==> src/rtl/cbus_arbiter.sv <==
// Cache-bus arbiter: shares one downstream cbus port between NUM_MASTERS
// upstream masters. A grant is held for a whole burst and released on the
// beat that carries ready=1 and last=1. Masters are picked round-robin,
// starting after the most recently completed master.

package cbus_pkg;

    // Burst length encoding carried in the request.
    typedef enum logic [2:0] {
        MLEN1 = 3'd0,
        MLEN2 = 3'd1,
        MLEN4 = 3'd2,
        MLEN8 = 3'd3
    } mlen_t;

    // Upstream/downstream request: 151 bits.
    typedef struct packed {
        logic        valid;
        logic        wr;
        logic [3:0]  id;
        logic [1:0]  burst;
        logic        cached;
        mlen_t       len;
        logic [2:0]  size;
        logic [63:0] addr;
        logic [63:0] wdata;
        logic [7:0]  wstrb;
    } cbus_req_t;

    // Response beat: 66 bits.
    typedef struct packed {
        logic        ready;
        logic        last;
        logic [63:0] rdata;
    } cbus_resp_t;

endpackage

module cbus_arbiter
    import cbus_pkg::*;
#(
    parameter  int NUM_MASTERS = 2,
    localparam int IDX_W       = (NUM_MASTERS > 1) ? $clog2(NUM_MASTERS) : 1
) (
    input  logic             clk,
    input  logic             reset,
    input  cbus_req_t        ireqs  [NUM_MASTERS],
    output cbus_resp_t       iresps [NUM_MASTERS],
    output cbus_req_t        oreq,
    input  cbus_resp_t       oresp,
    output logic             busy,
    output logic [IDX_W-1:0] grant_idx
);

    typedef enum logic {
        S_IDLE  = 1'b0,
        S_GRANT = 1'b1
    } state_t;

    // Index of the last master; the reset value of the "last completed"
    // pointer so that master 0 is first in line after reset.
    localparam logic [IDX_W-1:0] LAST_MASTER = IDX_W'(NUM_MASTERS - 1);

    state_t           r_state;
    logic [IDX_W-1:0] r_idx;
    logic [IDX_W-1:0] r_last_idx;

    state_t           w_state_nxt;
    logic [IDX_W-1:0] w_idx_nxt;
    logic [IDX_W-1:0] w_last_idx_nxt;

    logic             w_found;
    logic [IDX_W-1:0] w_winner;
    logic [IDX_W-1:0] w_cand;
    logic             w_hit;
    logic             w_burst_done;

    // The final beat of a burst is the one the bridge accepts with last set.
    assign w_burst_done = oresp.ready & oresp.last;

    // Round-robin scan starting one past the last completed master.
    always_comb begin
        w_found  = 1'b0;
        w_winner = '0;
        w_cand   = '0;
        w_hit    = 1'b0;
        for (int k = 0; k < NUM_MASTERS; k++) begin
            w_cand   = IDX_W'((int'(r_last_idx) + 1 + k) % NUM_MASTERS);
            w_hit    = ~w_found & ireqs[w_cand].valid;
            w_winner = w_hit ? w_cand : w_winner;
            w_found  = w_found | ireqs[w_cand].valid;
        end
    end

    // Next-state logic: IDLE arbitrates for one cycle, GRANT holds until the
    // last beat. GRANT always returns through IDLE, never straight to GRANT.
    always_comb begin
        w_state_nxt    = r_state;
        w_idx_nxt      = r_idx;
        w_last_idx_nxt = r_last_idx;
        case (r_state)
            S_IDLE: begin
                if (w_found) begin
                    w_state_nxt = S_GRANT;
                    w_idx_nxt   = w_winner;
                end else begin
                    w_state_nxt = S_IDLE;
                end
            end
            S_GRANT: begin
                if (w_burst_done) begin
                    w_state_nxt    = S_IDLE;
                    w_last_idx_nxt = r_idx;
                end else begin
                    // A master dropping valid mid-burst does not end the grant.
                    w_state_nxt = S_GRANT;
                end
            end
            default: begin
                w_state_nxt = S_IDLE;
            end
        endcase
    end

    // State and grant registers; reset clears any grant immediately.
    always_ff @(posedge clk or posedge reset) begin
        if (reset) begin
            r_state    <= S_IDLE;
            r_idx      <= '0;
            r_last_idx <= LAST_MASTER;
        end else begin
            r_state    <= w_state_nxt;
            r_idx      <= w_idx_nxt;
            r_last_idx <= w_last_idx_nxt;
        end
    end

    // Steering: the granted master is wired straight through in both
    // directions. oreq depends only on registered state and ireqs, never on
    // oresp, so no combinational loop can form through the bridge.
    always_comb begin
        oreq      = '0;
        busy      = 1'b0;
        grant_idx = '0;
        for (int j = 0; j < NUM_MASTERS; j++) begin
            iresps[j] = '0;
        end
        if (r_state == S_GRANT) begin
            oreq      = ireqs[r_idx];
            busy      = 1'b1;
            grant_idx = r_idx;
            for (int j = 0; j < NUM_MASTERS; j++) begin
                if (IDX_W'(j) == r_idx) begin
                    iresps[j] = oresp;
                end else begin
                    iresps[j] = '0;
                end
            end
        end else begin
            oreq      = '0;
            busy      = 1'b0;
            grant_idx = '0;
        end
    end

endmodule

==> config.mk <==
export PLATFORM = sky130hd
export DESIGN_NAME = cbus_arbiter
export DESIGN_NICKNAME = d
export VERILOG_FILES = /design/src/rtl/cbus_arbiter.sv
export SDC_FILE = /design/constraint.sdc
export NUM_CORES = 1
export LEC_CHECK = 0
export ABC_AREA = 1
export CAP_MARGIN = 20
export CORE_AREA = 5 5 251 253
export DETAILED_ROUTE_END_ITERATION = 6
export DIE_AREA = 0 0 256 258
export GPL_ROUTABILITY_DRIVEN = 0
export PLACE_DENSITY_LB_ADDON = 0.15
export SLEW_MARGIN = 20
export SYNTH_ARGS = -nofsm -noshare
export SYNTH_HDL_FRONTEND = slang
export SYNTH_SLANG_ARGS = --single-unit
export TNS_END_PERCENT = 100
==> constraint.sdc <==
create_clock -name clk -period 1.7 [get_ports clk]
set_input_delay 0.34 -clock clk [delete_from_list [all_inputs] [get_ports clk]]
set_output_delay 0.34 -clock clk [all_outputs]
set_load 0.005 [all_outputs]
==> out/qor.yml <==
outcome:
  status: "finished with violations"
  violations: "negative setup slack"
global_routing:
  grt_pass1_wl_um: 59500
  overflow: 0
  top_usage_layer: "met2"
  first_global_vias: 8309
  grt_max_degree: 20
  met1_usage_pct: 12.5
  grtUsageTotal_pct: 12.0
  antenna_found_initial: 1
  use_met2_pct: 23.9
  use_met3_pct: 3.13
clocking:
  numCtsBuffers: 3
  cts_buffer_depth: 2
  root_buffer: "clkbuf_16"
  cts_tree: "done"
  clock_latency_ps: 230
  cts.htree.levels: 1
  clk_pin_slew_ps: 30
  cts_sinks: 3
power:
  p_per_area_mw_per_mm2: 804
  comb_power_share_pct: 95.6
  power_leakage_nw: 6.87
  p_clk_share_pct: 3.4
  vdd_ir_drop_max_uv: 379
  sequentialPowerShare_pct: 1.0
  p_sw_mw: 4.69
  p_sw_share_pct: 42.4
  p_int_mw: 6.37
worst_setup_path:
  critical_path_peak_fanout: 7
  path_cells: "buf_12, nand2_8, buf_12, inv_16, buf_8, buf_16, nand2_1, nand2_2, clkdlybuf4s15_1"
  critical_path.max_stage_delay_ps: 490
  worstPathRequired_ps: 1360
  worst_path_most_repeated_cell: "buf_12"
  cp-start-kind: "flip-flop"
  crit_type: "reg -> out"
  worst_path_max_delay_cell: "dfrtp_4"
  cp.arrival_ps: 1780
  worstSetupEndpointType: "output port"
route:
  avgViaCountPerCell: 3.39
  drtIter0Drc: 228
  drtPass1Iterations: 4
  routedWlPerCell_um: 18.6
  num_vias: 7908
  drc: 0
  drt-total-wl_um: 43300
  antenna_left: 0
floorplan:
  chipHeight_um: 258
  initial_core_util_pct: 5.10
  rows: 91
  die_w_um: 256
  ioPinCount: 655
  dieArea_mm2: 0.0660
  core_mm2: 0.0608
sta:
  setup_ws_ps: -416
  finalClockSkew_ps: 3.58
  worstMarginPinSlew_ps: 260
  slew_headroom_pct: 82.6
  fin_crit_sh_pct: 124
  rsz0062_at_grt: "true"
  slew_viol_final: 0
  setup_viol: 284
  hold_viol_final: 0
  fmax_ghz: 0.473
  post-route-min-period_ps: 2120
synthesis:
  ys_warn_count: 0
  synthCells: 734
  synth_seq_cells: 3
  syn_area_per_cell_um2: 4.23
  syn_area_mm2: 0.00310
  synthesis.nets: 1104
  ys_types: 13
  yosysSeqAreaShare_pct: 2.46
job:
  cap_violations: 0
layout:
  final_cell_mix: "clkdlybuf4s50_1 (369), buf_2 (165), nand2_1 (142), nand3_1 (138), nand2_2 (112)"
  layout_commonest_cell: "clkdlybuf4s50_1"
  fin_nets: 1913
  post-route-util_pct: 22.6
  multi_input_area_mm2: 0.00353
  final_design_area_no_fill_mm2: 0.0138
  fill_cells: 6913
  syn2layout_area_growth_pct: 343
  drive_above_1_share_pct: 47.0
  regArea_um2: 81.3
  insertedDiodeCount: 0
place:
  dp_hpwl_um: 29700
  place_area_mm2: 0.0108
  io_buffers: 654
min_path:
  hold_path.class: "in -> async"
## through the flow
step                TNS [ps]  cells  setup WS (ps)  hold WS, ps  total power, mW
floorplan                  0    734            307         92.9             2.24
global placement      -80700   2158           -496          472             7.14
detailed placement    -82140   2158           -483          465             7.07
CTS                   -82310   2319           -429          302             10.6
global route          -93650   2332           -461          329             11.9
finish                -79370   2332           -416          292             11.1
## worst max-delay path: cells and delay by family (launching register included)
family	cells	cell delay [ps]
and+or+nand+nor	3	190
DFF	1	490
buffers and inverters	6	840
## Yosys cell counts, drive strengths merged
cell | n | share of area, %
inv | 70 | 8.5
and2 | 1 | 0.20
buf | 49 | 8.7
dfrtp | 2 | 1.6
clkbuf | 14 | 1.7
nand3 | 154 | 25
nand2 | 310 | 38
dfstp | 1 | 0.85
nor2 | 133 | 16
## flip-flops by register name, summed over array words and instances, names as in the netlist
name        cells
r_idx           1
r_last_idx      1
r_state         1
## cell type report
class,count,area share [%]
Timing Repair Buffer,865,63.5
Sequential cell,3,0.591
Multi-Input combinational cell,598,25.7
Timing Repair inverter,2,0.291
Inverter,70,2.22
Tap cell,790,7.19
Clock buffer,4,0.573
## power groups by stage
| stage | Sequential (mW) | Combinational [mW] | Clock [mW] |
|---|---|---|---|
| final | 0.113 | 10.6 | 0.376 |
| after global routing | 0.116 | 11.3 | 0.390 |
| after CTS | 0.112 | 10.1 | 0.377 |
| after detailed placement | 0.111 | 6.95 | 0 |
| after global placement | 0.111 | 7.03 | 0 |
| after floorplan | 0.101 | 2.14 | 0 |
## worst paths after layout
path | from | cells after the start | to | slack [ps]
setup / recovery | r_state | 9 | oreq[68] | -420
hold / removal | reset | 2 | r_state | 290
setup reg to reg | r_state | 12 | r_last_idx | 30
hold reg to reg | r_last_idx | 2 | r_last_idx | 470
max in group asynchronous | reset | 2 | r_last_idx | 1190
min in group clk | r_last_idx | 2 | r_last_idx | 470
## routing by layer
layer / vias up / part of all wire (%)
li1: 3869 / -
met1: 3577 / 36
met2: 424 / 54
met3: 38 / 7.0
met4: 0 / 2.8
met5: - / 0
## cells by family (layout without fill, tap and decap cells)
kind of cell | count (synthesis) | after routing | synth area share [%]
buf+inv | 133 | 941 | 18.9
flops | 3 | 3 | 2.46
simple gates | 598 | 598 | 78.6
## what timing repair did
action | 4_1_cts | 5_1_grt
gates cloned | 37 | 3
resized for setup | 1199 | 390
pin swaps | 17 | 20
buffers inserted | 120 | 23
endpoints found under the setup margin | 285 | 284
hold endpoints to repair | 0 | 0
hold buffers | 0 | 0
Note: power is estimated with default switching activity, not from simulation.
